## src/rtl/mult_div_unit.sv

```systemverilog
// Iterative multiply/divide unit owning the HI/LO registers.
// One bit per cycle (shift-add multiply, restoring divide), sign fix-up in a final cycle.
module mult_div_unit #(
   parameter int unsigned WIDTH = 32,
   parameter int unsigned CNT_W = 5
) (
   input  logic             iCLK,
   input  logic             iRST,
   input  logic             iStart,
   input  logic [2:0]       iOp,
   input  logic [WIDTH-1:0] iA,
   input  logic [WIDTH-1:0] iB,
   output logic [WIDTH-1:0] oHI,
   output logic [WIDTH-1:0] oLO,
   output logic             oBusy,
   output logic             oDone,
   output logic             oDivZero
);

   localparam int unsigned PW = 2 * WIDTH;
   localparam logic [CNT_W-1:0] LAST_CNT = CNT_W'(WIDTH - 1);

   typedef enum logic [1:0] {S_IDLE, S_RUN, S_FIX} state_t;

   state_t            state, state_nxt;
   logic [CNT_W-1:0]  cnt;
   logic [PW-1:0]     prod;       // mult: {upper, multiplier}; div: {remainder, quotient}
   logic [WIDTH-1:0]  operand;    // multiplicand or divisor magnitude
   logic              is_div, is_signed, sign_a, sign_b;
   logic [WIDTH-1:0]  hi, lo;
   logic              busy, done, div_zero;

   logic              start_op, start_dz, start_mt;
   logic [WIDTH-1:0]  mag_a, mag_b;
   logic [WIDTH:0]    mul_sum, div_trial;
   logic [PW-1:0]     mul_next, div_next, prod_neg;
   logic [WIDTH-1:0]  fix_hi, fix_lo;

   // Next state and start decode
   always_comb begin
      state_nxt = state;
      start_op  = 1'b0;
      start_dz  = 1'b0;
      start_mt  = 1'b0;
      case (state)
         S_IDLE: begin
            if (iStart) begin
               if (!iOp[2]) begin
                  if (iOp[1] && (iB == '0)) begin
                     start_dz = 1'b1;
                  end else begin
                     start_op  = 1'b1;
                     state_nxt = S_RUN;
                  end
               end else if (!iOp[1]) begin
                  start_mt = 1'b1;
               end
            end
         end
         S_RUN:   if (cnt == LAST_CNT) state_nxt = S_FIX;
         S_FIX:   state_nxt = S_IDLE;
         default: state_nxt = S_IDLE;
      endcase
   end

   // One iteration step of each algorithm, plus the sign-corrected result
   always_comb begin
      mag_a     = (!iOp[0] && iA[WIDTH-1]) ? -iA : iA;
      mag_b     = (!iOp[0] && iB[WIDTH-1]) ? -iB : iB;
      mul_sum   = {1'b0, prod[PW-1:WIDTH]} + (prod[0] ? {1'b0, operand} : '0);
      mul_next  = {mul_sum, prod[WIDTH-1:1]};
      div_trial = {prod[PW-1:WIDTH], prod[WIDTH-1]} - {1'b0, operand};
      div_next  = div_trial[WIDTH] ? {prod[PW-2:0], 1'b0}
                                   : {div_trial[WIDTH-1:0], prod[WIDTH-2:0], 1'b1};
      prod_neg  = -prod;
      fix_hi    = prod[PW-1:WIDTH];
      fix_lo    = prod[WIDTH-1:0];
      if (is_signed) begin
         if (!is_div && (sign_a ^ sign_b)) begin
            fix_hi = prod_neg[PW-1:WIDTH];
            fix_lo = prod_neg[WIDTH-1:0];
         end
         if (is_div) begin
            if (sign_a ^ sign_b) fix_lo = -prod[WIDTH-1:0];
            if (sign_a)          fix_hi = -prod[PW-1:WIDTH];
         end
      end
   end

   always_ff @(posedge iCLK) begin
      if (iRST) state <= S_IDLE;
      else      state <= state_nxt;
   end

   // Datapath and registered outputs
   always_ff @(posedge iCLK) begin
      if (iRST) begin
         hi        <= '0;
         lo        <= '0;
         busy      <= 1'b0;
         done      <= 1'b0;
         div_zero  <= 1'b0;
         cnt       <= '0;
         prod      <= '0;
         operand   <= '0;
         is_div    <= 1'b0;
         is_signed <= 1'b0;
         sign_a    <= 1'b0;
         sign_b    <= 1'b0;
      end else begin
         done <= 1'b0;
         case (state)
            S_IDLE: begin
               if (start_op) begin
                  is_div    <= iOp[1];
                  is_signed <= !iOp[0];
                  sign_a    <= !iOp[0] && iA[WIDTH-1];
                  sign_b    <= !iOp[0] && iB[WIDTH-1];
                  cnt       <= '0;
                  busy      <= 1'b1;
                  div_zero  <= 1'b0;
                  prod      <= {{WIDTH{1'b0}}, iOp[1] ? mag_a : mag_b};
                  operand   <= iOp[1] ? mag_b : mag_a;
               end
               if (start_dz) begin
                  hi       <= iA;
                  lo       <= '1;
                  div_zero <= 1'b1;
                  done     <= 1'b1;
               end
               if (start_mt) begin
                  if (iOp[0]) lo <= iA;
                  else        hi <= iA;
               end
            end
            S_RUN: begin
               cnt  <= cnt + 1'b1;
               prod <= is_div ? div_next : mul_next;
            end
            S_FIX: begin
               hi   <= fix_hi;
               lo   <= fix_lo;
               busy <= 1'b0;
               done <= 1'b1;
            end
            default: ;
         endcase
      end
   end

   assign oHI      = hi;
   assign oLO      = lo;
   assign oBusy    = busy;
   assign oDone    = done;
   assign oDivZero = div_zero;

endmodule

```

## config.mk

```make
export PLATFORM = sky130hd
export DESIGN_NAME = mult_div_unit
export DESIGN_NICKNAME = d
export VERILOG_FILES = /design/src/rtl/mult_div_unit.sv
export SDC_FILE = /design/constraint.sdc
export NUM_CORES = 1
export LEC_CHECK = 0
export ABC_AREA = 1
export ABC_CLOCK_PERIOD_IN_PS = 2900
export BUFFER_PORTS_ARGS = -buffer_cell sky130_fd_sc_hd__buf_2
export CAP_MARGIN = 20
export CELL_PAD_IN_SITES_DETAIL_PLACEMENT = 1
export CELL_PAD_IN_SITES_GLOBAL_PLACEMENT = 2
export CORE_ASPECT_RATIO = 1.75
export CORE_MARGIN = 3
export CORE_UTILIZATION = 32
export DETAILED_ROUTE_END_ITERATION = 12
export PLACE_DENSITY = 0.91
export SKIP_CTS_REPAIR_TIMING = 1
export SYNTH_ARGS = -nofsm -noshare
export SYNTH_HDL_FRONTEND = slang
export SYNTH_SLANG_ARGS = --single-unit
```

## constraint.sdc

```tcl
create_clock -name iCLK -period 2.9 [get_ports iCLK]
set_input_delay 0.58 -clock iCLK [delete_from_list [all_inputs] [get_ports iCLK]]
set_output_delay 0.58 -clock iCLK [all_outputs]
set_load 0.02 [all_outputs]
```

==> impl_metrics.csv <==
group,metric,value,unit
critical_path,crit_chain,"buf_4, nand2_1, inv_1, ha_1, nand2_1, nor2_1, nand2_1, nor2_1, nand2_1, nand4_1, nand3_1, nand2_1, inv_1, nand2_1, a21oi_1",
layout,drive_gt1_share,12.2,%
timing,finalSetupViolations,0,
timing,skew,17.5,ps
clock_tree,numCtsBuffers,17,
synth,postSynthAreaPerCell,5.41,sq um
timing,max_freq,351,MHz
power_and_ir_drop,seqPwrFrac,30.3,%
critical_path,required,3230,ps
synth,yosysWarningCount,0,
clock_tree,h-tree-depth,4,
critical_path,path_common_cell,"nand2_1",
drt,routedWlPerCell,24.0,microns
floorplanning,coreArea,0.0596,sq mm
power_and_ir_drop,power_density,392,mW/mm^2
layout,stdcell_area,0.0226,sq mm
timing,final.period_utilization,98.1,%
timing,tns,0,ps
timing,period_minus_slack,2850,ps
place,placed_area,0.0220,sq mm
clock_tree,cts_root_buf,"clkbuf_16",
place,place.gp.congestion,0.999,
place,dp_hpwl,90.9,mm
clock_tree,cts_sinks,174,
synth,ys.flop_type,"dfxtp_1",
power_and_ir_drop,vdd_drop_max,0.483,mV
min_path,hp-class,"in2reg",
synth,synth_edf_count,0,
layout,syn2layout_area_growth,16.6,%
synth,synth_cells,3590,
run,maxCapViolations,0,
power_and_ir_drop,power.switching,4.06,mW
drt,vias_per_cell,5.54,
clock_tree,clk_pin_slew,90,ps
critical_path,path_buf_inv,3,
global_route,gr-total-overflow,0,
min_path,worstHoldStart,"iRST",
place,portBuffers,136,
synth,syn_nets,3732,
clock_tree,cts_tree,"built",
critical_path,worst-path-stages,15,
critical_path,timing.rr.start,"prod[0]",
critical_path,r2r_slack,50,ps
global_route,grt_pass1_wl,163,mm
synth,synth.distinct_cells,52,
global_route,first_global_vias,26500,
place,dpl.cell_count,4559,
min_path,hold_depth,2,
layout,layout.cells.non_filler,4593,
drt,vias,25500,
power_and_ir_drop,p_comb_share,43.1,%
timing,final_critical_path_setup_slack,54.9,ps
floorplanning,fp.dieH,332,microns
floorplanning,io_pins,137,
floorplanning,row_count,118,
critical_path,cp-end-kind,"flip-flop",
timing,worst_pin_slew,962,ps
synth,ys_ff_latch,174,
layout,final_common_cell,"nand2_1",
synth,syn_area,0.0194,sq mm
power_and_ir_drop,switching_share,45.8,%
drt,routed_wl,110,mm
synth,synthArstFlopShare,0,%
critical_path,crit_slowest_cell,"nor2_1",
critical_path,crit_family,"simple AND/OR/NAND/NOR gates",
critical_path,startpoint,"prod[0]",
power_and_ir_drop,p_int,4.81,mW
synth,ys_seq_area_share,17.9,%
clock_tree,clock_path_buffers,2,
global_route,grt_usage,34.2,%
timing,slew-limit-headroom,35.6,%
power_and_ir_drop,p_total,8.88,mW
place,dp_slack,48.5,ps
critical_path,critPathMaxFanout,12,
drt,drtAntennaViolNets,0,
timing,finalMaxSlewViolations,0,
timing,finalHoldViolCount,0,
critical_path,critPathMaxStageDelay,370,ps
floorplanning,die_area,0.0638,sq mm
drt,route.detailed.drc,0,
global_route,antenna_found_initial,0,
floorplanning,initial_core_util,32.6,%
clock_tree,insertion_delay,480,ps
critical_path,worstRegToRegCells,15,
power_and_ir_drop,pwr-share-clk,26.6,%
global_route,grt_max_degree,75,
critical_path,start_kind,"flip-flop",
critical_path,worst_ep_arrival_time,3180,ps
drt,drtPass1Iterations,5,
drt,drt_iter0_drc,1549,
power_and_ir_drop,p_leak,11.6,nW
status,status,"finished clean",
critical_path,path_class,"reg2reg",
layout,most-common-layout-cells,"1066 x nand2_1, 490 x inv_1, 367 x nand3_1",
layout,fin_nets,3942,
floorplanning,die_w,192,microns
layout,n_antenna_cell,0,
==> metrics by stage <==
| stage | hold slack [ps] | utilization, % |
|---|---|---|
| floorplan | 439 | - |
| global placement | 450 | 36.9 |
| detailed placement | 462 | 36.9 |
| CTS | 421 | 37.8 |
| global route | 446 | 38.0 |
| finish | 451 | 38.0 |
==> path summary, 6_finish.rpt <==
| kind | end |
|---|---|
| min reg2reg | cnt[3] |
| max | prod[57] |
| max reg2reg | prod[57] |
| min | oLO[11] |
==> flip-flops by register name, summed over array words and instances (netlist names) <==
name       flops
cnt            5
is_div         1
is_signed      1
oBusy          1
oDivZero       1
oDone          1
oHI           32
oLO           32
operand       32
prod          64
sign_a         1
sign_b         1
state          2
==> synth_stat cells, types with 5 or more instances <==
library cell | instances | area (sq um)
a211oi_1 | 8 | 60.1
a21boi_0 | 5 | 37.5
a21oi_1 | 314 | 1570
a22oi_1 | 5 | 37.5
a31oi_1 | 39 | 244
buf_1 | 13 | 48.8
buf_2 | 37 | 185
buf_4 | 9 | 67.6
buf_6 | 6 | 67.6
clkbuf_1 | 79 | 297
dfxtp_1 | 174 | 3480
ha_1 | 70 | 876
inv_1 | 491 | 1840
inv_2 | 14 | 52.6
nand2_1 | 1067 | 4010
nand2_2 | 11 | 68.8
nand2_4 | 6 | 67.6
nand3_1 | 368 | 1840
nand3b_1 | 30 | 225
nand4_1 | 32 | 200
nor2_1 | 367 | 1380
nor2_2 | 11 | 68.8
nor3_1 | 32 | 160
o211ai_1 | 29 | 218
o21a_1 | 8 | 60.1
o21ai_0 | 211 | 1060
o21ai_1 | 11 | 55.1
o21bai_1 | 11 | 82.6
o22ai_1 | 11 | 68.8
o31ai_1 | 11 | 82.6
or2_2 | 18 | 113
xnor2_1 | 6 | 52.6
xor2_1 | 48 | 420
==> area by class of cell <==
class / count / area, sq um
fillers: 8506 / 37000
clock inverters: 13 / 105
multi-input cells: 2758 / 13400
flip-flops and latches: 174 / 3490
well taps: 780 / 976
clock buffers: 19 / 443
inverters: 510 / 1920
repair buffers: 339 / 2320
==> power groups by stage <==
stage	sequential, mW	combinational (mW)	clock, mW
2_1_floorplan	2.70	2.23	0
3_3_place_gp	2.73	3.67	0
3_5_place_dp	2.73	3.72	0
4_1_cts	2.68	3.75	2.37
5_1_grt	2.70	4.16	2.46
6_report	2.69	3.83	2.36
==> cell families after synthesis <==
group                      after synthesis  synth area share [%]
DFF                                    174                  17.9
and+or+nand+nor                       1960                  42.6
AOI/OAI and AO/OA                      672                  18.8
adders and majority gates               72                  4.71
xor gates and xnor gates                54                  2.43
buffers and inverters                  658                  13.5
==> layer usage <==
| metal | track usage (%) | vias to the layer above | part of all wire [%] |
|---|---|---|---|
| met3 | 4.79 | 458 | 4.3 |
| met5 | 0 | - | 0 |
| li1 | - | 12000 | - |
| met1 | 32.7 | 12100 | 33 |
| met4 | 35.7 | 0 | 14 |
| met2 | 59.6 | 872 | 49 |
(Power assumes the default switching activity.)
